==> src/rtl/fifo_vc.sv <==
// Per-virtual-channel FWFT FIFO feeding the VC routing arbiter.
// Registered occupancy drives every flag; the error flag latches overflow/underflow until reset.
module fifo_vc #(
    parameter int DATA_WIDTH = 6,
    parameter int DEPTH      = 4,
    parameter int AF_THRESH  = 3,
    parameter int AE_THRESH  = 1
) (
    input  logic                         clk,
    input  logic                         reset,
    input  logic                         push,
    input  logic [DATA_WIDTH-1:0]        data_in,
    input  logic                         pop,
    output logic [DATA_WIDTH-1:0]        data_out,
    output logic                         empty,
    output logic                         full,
    output logic                         almost_full,
    output logic                         almost_empty,
    output logic [$clog2(DEPTH+1)-1:0]   count,
    output logic                         error
);

    localparam int PW = $clog2(DEPTH);
    localparam int CW = $clog2(DEPTH+1);
    localparam logic [CW-1:0] DEPTH_C = CW'(DEPTH);
    localparam logic [CW-1:0] AF_C    = CW'(AF_THRESH);
    localparam logic [CW-1:0] AE_C    = CW'(AE_THRESH);

    logic [DATA_WIDTH-1:0] mem [DEPTH];
    logic [PW-1:0]         wr_ptr;
    logic [PW-1:0]         rd_ptr;
    logic                  push_ok;
    logic                  pop_ok;

    // Handshake: push/pop are single-cycle requests with no ready return; a push is taken
    // when not full (or when full together with a pop), a pop is taken when not empty.
    // Refused requests are dropped and latch error, except a pop paired with a push on empty.
    assign pop_ok  = pop & ~empty;
    assign push_ok = push & (~full | pop_ok);

    assign empty        = (count == '0);
    assign full         = (count == DEPTH_C);
    assign almost_full  = (count >= AF_C);
    assign almost_empty = (count <= AE_C);
    assign data_out     = empty ? '0 : mem[rd_ptr];

    always_ff @(posedge clk) begin
        if (reset) begin
            wr_ptr <= '0;
            rd_ptr <= '0;
            count  <= '0;
            error  <= 1'b0;
        end else begin
            if (push_ok) wr_ptr <= wr_ptr + PW'(1);
            if (pop_ok)  rd_ptr <= rd_ptr + PW'(1);
            if (push_ok && !pop_ok)      count <= count + CW'(1);
            else if (pop_ok && !push_ok) count <= count - CW'(1);
            if ((push && !pop && full) || (pop && !push && empty)) error <= 1'b1;
        end
    end

    // Storage is not reset; a push coinciding with reset must not land.
    always_ff @(posedge clk) begin
        if (!reset && push_ok) mem[wr_ptr] <= data_in;
    end

endmodule

==> config.mk <==
export PLATFORM = sky130hd
export DESIGN_NAME = fifo_vc
export DESIGN_NICKNAME = d
export VERILOG_FILES = /design/src/rtl/fifo_vc.sv
export SDC_FILE = /design/constraint.sdc
export NUM_CORES = 1
export LEC_CHECK = 0
export BUFFER_PORTS_ARGS = -buffer_cell sky130_fd_sc_hd__buf_2
export CORE_ASPECT_RATIO = 0.9
export CORE_MARGIN = 3
export CORE_UTILIZATION = 55
export DETAILED_ROUTE_END_ITERATION = 16
export PLACE_DENSITY = 0.78
export SLEW_MARGIN = 10
export SYNTH_ARGS = -nofsm -noshare
export SYNTH_HDL_FRONTEND = slang
export SYNTH_SLANG_ARGS = --single-unit
export TNS_END_PERCENT = 1
==> constraint.sdc <==
create_clock -name clk -period 2.2 [get_ports clk]
set_input_delay 0.33 -clock clk [delete_from_list [all_inputs] [get_ports clk]]
set_output_delay 0.33 -clock clk [all_outputs]
set_load 0.05 [all_outputs]
# Yosys cells after proc, flatten, opt, wreduce, memory -nomap -nowiden
# Memories as Yosys holds them, arrays and structs flattened. A register that Yosys moved wholly into a read port is not among the register bits.
# Cells that the tools add are included.
word_totals:
  register_bits: 8
  mem_bits_rw: 24
  inputBits: 10
  output_inout_bits: 14
  memories: 1
op_classes:
  n_addsub: 4
  order_cmp: 2
  n_eq_ne: 1
  muxes: 7
  bitwise: 5
  reduce_logical: 15
mem_list:
  columns: ["name", "words", "width", "read_ports", "rd_clocked_by_memory_dff", "wr", "line_no", "text"]
  rows:
  - ["mem", 4, 6, 1, 1, 1, "29", "logic [DATA_WIDTH-1:0] mem [DEPTH];"]
ops:
  columns: ["operator", "n"]
  rows:
  - ["logical AND 1 bit", 7]
  - ["2-to-1 mux 3 bit", 2]
  - ["2-to-1 mux 6 bit", 1]
  - ["zero test 1 bit", 5]
  - ["adder 2 x 1 -> 2 bit, second input constant", 2]
  - ["2-to-1 mux 2 bit", 2]
  - ["adder 3 x 1 -> 3 bit, second input constant", 1]
  - ["equality test 3 bit, second input constant", 1]
  - [">= comparator 3 x 2 -> 1 bit, second input constant", 1]
  - ["<= comparator 3 x 1 -> 1 bit, second input constant", 1]
  - ["zero test 3 bit", 1]
  - ["subtractor 3 x 1 -> 3 bit, second input constant", 1]
  - ["bitwise AND 1 bit", 2]
  - ["2-to-1 mux 1 bit", 2]
  - ["NOT 1 bit", 2]
  - ["nonzero test 2 bit", 1]
  - ["logical OR 1 bit", 1]
  - ["OR 1 bit", 1]

# Logic depth before layout (Yosys ltp)
logic_depth:
  ltp_word: 9
  mapped_depth: 9
  ltp_nobuf: 9

# Worst setup path before layout
# OpenSTA, ideal clock, no wires.
synth_timing:
  kind: "flip-flop to output port"
  startpoint: "reg count[0]"
  endpoint: "out almost_full"
  arrival_ns: 1.984
  required_time_ns: 1.870
  path_slack_ns: -0.114
  path_stages_with_launch: 3
  path_buffers: 0
  path_cell_list: "dfxtp_1 -> inv_1 -> o21ai_0"
synth_via:
  elab_chain_cells: 1
synth_rtl:
  columns: ["item", "line_no", "text"]
  rows:
  - ["from (decl)", "19", "output logic [$clog2(DEPTH+1)-1:0] count,"]
  - ["from (signal assigned)", "56", "if (push_ok && !pop_ok) count <= count + CW'(1);"]
  - ["from (signal assigned)", "57", "else if (pop_ok && !push_ok) count <= count - CW'(1);"]
  - [">= comparator 3 x 2 -> 1 bit", "43", "assign almost_full = (count >= AF_C);"]
  - ["to (decl)", "17", "output logic almost_full,"]
# No other way between the ends.

# Worst setup path in the final report
layout_timing:
  startpoint: "reg count[0]"
  endpoint: "out data_out[1]"
layout_via:
  elab_chain_cells: 2
layout_rtl:
  columns: ["item", "line_no", "text"]
  rows:
  - ["zero test 3 bit", "41", "assign empty = (count == '0);"]
  - ["2-to-1 mux 6 bit", "45", "assign data_out = empty ? '0 : mem[rd_ptr];"]
  - ["to (decl)", "14", "output logic [DATA_WIDTH-1:0] data_out,"]
# No other way between the ends.

==> results.py <==
metrics = {
    "place": {
        "place_congestion": 0.749,
        "place_hpwl_um": 1830,
        "portBuffers": 23,
        "dpl_cell_area_um2": 1700,
        "placedCellCount": 161,
    },
    "run_status": {
        "run_status": "complete, no violations",
    },
    "drt": {
        "routed_via_density": 5.27,
        "wl_per_cell_um": 14.8,
        "dr.pass1.iters": 4,
        "drc": 0,
        "dr.first_iter.drc_count": 51,
        "via_count": 891,
        "ant_nets": 0,
        "routed_wl_um": 2500,
    },
    "cells_and_area": {
        "syn_to_final_growth_pct": 15.2,
        "fin_cells": 169,
        "stdcell_area_um2": 1760,
        "antenna_cells": 0,
        "layout-drive-gt1-share": 0.333,
        "nets": 160,
    },
    "worst_hold_path": {
        "hold_class": "input port to flip-flop",
    },
    "grt": {
        "use_met3": 0.0766,
        "grt_overflow_total": 0,
        "grt_max_degree": 17,
        "grt_use_met2": 0.265,
        "grt_use_total": 0.182,
        "antenna_found_initial": 0,
        "use_met1": 0.242,
        "grt_pass1_wl_um": 4370,
        "top_usage_layer": "met2",
        "grt_pass1_vias": 925,
    },
    "logic_synthesis": {
        "syn_area_per_cell_um2": 14.2,
        "synth_cell_type_count": 29,
        "seq_area_frac_synth": 0.602,
        "synthMuxAreaShare": 0.119,
        "synth_fa_ha_area_frac": 0.0818,
        "synth_top_family_by_area": "multiplexers",
        "ys_ff_latch": 34,
        "synthXorXnorAreaFrac": 0.0114,
        "synth-compound-area-share": 0.0392,
        "synthSimpleGateAreaFrac": 0.115,
        "netlist_instances": 108,
        "synth_warnings": 0,
        "syn_area_um2": 1530,
        "syn_nets": 128,
    },
    "setup_path": {
        "crit_required_ps": 1870,
        "worstSetupStartpointType": "flip-flop",
        "slowest_delay_ps": 440,
        "crit_chain": "inv_1 -> ha_1 -> nand2b_4 -> and2_1 -> buf_2",
        "critPathMaxFanout": 9,
        "cp-end-kind": "output port",
        "cp_data_arrival_time_ps": 1700,
        "slowest_stage": "dfxtp_1",
        "worst-setup-path-type": "flip-flop to output port",
    },
    "sta": {
        "skew_ps": 4.00,
        "drv_slew": 0,
        "fin_crit_sh": 0.923,
        "relSlewSlack": 0.812,
        "fmax_mhz": 493,
        "setup_violations": 0,
        "worst_pin_slew_ps": 281,
        "rsz0062_at_grt": "no",
        "post-route-min-period_ps": 2030,
        "final-hold-violation-count": 0,
    },
    "clock_tree": {
        "cts_root_buf": "clkbuf_4",
        "clk_latency_ps": 330,
        "cts_tree": "built",
        "cts_hold_buf": 0,
        "clk_pin_slew_ps": 90,
        "cts.path.max_buffers": 2,
        "numCtsBuffers": 5,
        "cts_sinks": 34,
        "htreeDepth": 2,
    },
    "floorplanning": {
        "die_width_um": 61.6,
        "die_y_um": 56.0,
        "core-area_um2": 2550,
        "row_count": 17,
        "dieArea_um2": 3450,
        "initial_core_util": 0.600,
        "ios": 24,
    },
    "power_and_ir_drop": {
        "power_mw": 2.34,
        "peakVddDrop_mv": 0.717,
        "p_leak_nw": 0.719,
        "powerDensity_nw_per_um2": 1330,
    },
    "flow_run": {
        "drv_cap": 0,
    },
}
## cell families (layout without fill, tap and decap cells)
logic type	after synthesis	after routing
xor gates and xnor gates	2	2
adders and majority gates	10	10
muxes	10	10
DFF	34	34
buffers and inverters	12	45
and+or+nand+nor	30	30
AOI/OAI and AO/OA	10	10
## cell type report
type                       count  area [um^2]
clock inverter                 1         5.00
fill                         196          790
inverter                      10         40.0
tap                           28         35.0
timing repair buffer          27          145
multi-input combinational     62          561
sequential                    34          922
clock buffer                   7         55.1
## per-layer routing
layer,wire length [um],vias to the layer above
li1,-,452
met4,50,0
met2,1130,21
met3,123,7
met1,1200,411
met5,0,-
## state kept, by name (all words and copies together), names as in the netlist, named ones only
name / cells
count: 3
error: 1
wr_ptr: 2
rd_ptr: 2
mem: 24
## worst paths after layout
check / cells after the start / endpoint / startpoint / slack, ps
setup / recovery: 5 / data_out[1] / count[0] / 170
hold / removal: 1 / mem[3][1] / data_in[1] / 210
setup reg to reg: 8 / count[1] / count[0] / 240
hold reg to reg: 2 / error / error / 480
## critical path: cells and delay by family (launching register included)
| kind | cells | cell delay (ps) |
|---|---|---|
| buffers and inverters | 2 | 380 |
| adders and majority gates | 1 | 260 |
| DFF | 1 | 440 |
| and+or+nand+nor | 2 | 290 |
## power breakdown
part	switching, mW	internal, mW
clock	0.191	0.155
sequential	0.0849	0.762
combinational	0.792	0.359
## stage by stage
step	TNS [ps]	setup slack (ps)	utilization	hold slack (ps)
final	0	170	0.691	207
after floorplan	-1570	-72.9	-	429
after global routing	0	35.2	0.691	176
after detailed placement	0	251	0.667	455
after CTS	0	27.0	0.690	193
after global placement	0	351	0.667	450
## cells in the mapped netlist
| cell | instances | area (um^2) |
|---|---|---|
| a21oi_1 | 4 | 20.0 |
| a311oi_1 | 1 | 8.76 |
| and2_1 | 6 | 37.5 |
| and4b_1 | 1 | 10.0 |
| buf_2 | 1 | 5.00 |
| clkbuf_1 | 1 | 3.75 |
| dfxtp_1 | 10 | 200 |
| edfxtp_1 | 24 | 721 |
| ha_1 | 10 | 125 |
| inv_1 | 8 | 30.0 |
| inv_2 | 1 | 3.75 |
| inv_4 | 1 | 6.26 |
| mux2_2 | 1 | 11.3 |
| mux2_4 | 1 | 15.0 |
| mux2i_1 | 2 | 20.0 |
| mux4_2 | 6 | 135 |
| nand2_1 | 2 | 7.51 |
| nand2b_1 | 2 | 12.5 |
| nand2b_4 | 1 | 13.8 |
| nand3_1 | 1 | 5.00 |
| nor2_1 | 9 | 33.8 |
| nor2b_1 | 2 | 12.5 |
| nor3b_1 | 5 | 37.5 |
| o21ai_0 | 3 | 15.0 |
| o21ai_2 | 1 | 8.76 |
| o21bai_1 | 1 | 7.51 |
| or3_1 | 1 | 6.26 |
| xnor2_1 | 1 | 8.76 |
| xor2_1 | 1 | 8.76 |
## placed cells by master, fill, tap and decap left out, types with 4 or more instances in the layout
master / instances
nor3b_1: 5
clkbuf_4: 5
dfxtp_1: 9
buf_2: 23
a21oi_1: 4
ha_1: 10
inv_1: 8
buf_4: 4
and2_1: 6
edfxtp_1: 24
nor2_1: 9
mux4_2: 6
## timing repair
item                       4_1_cts  5_1_grt
setup endpoints to repair        0        6
gates resized for setup          0        1
setup buffers                    0        0
Note: power is estimated with default switching activity, not from simulation.
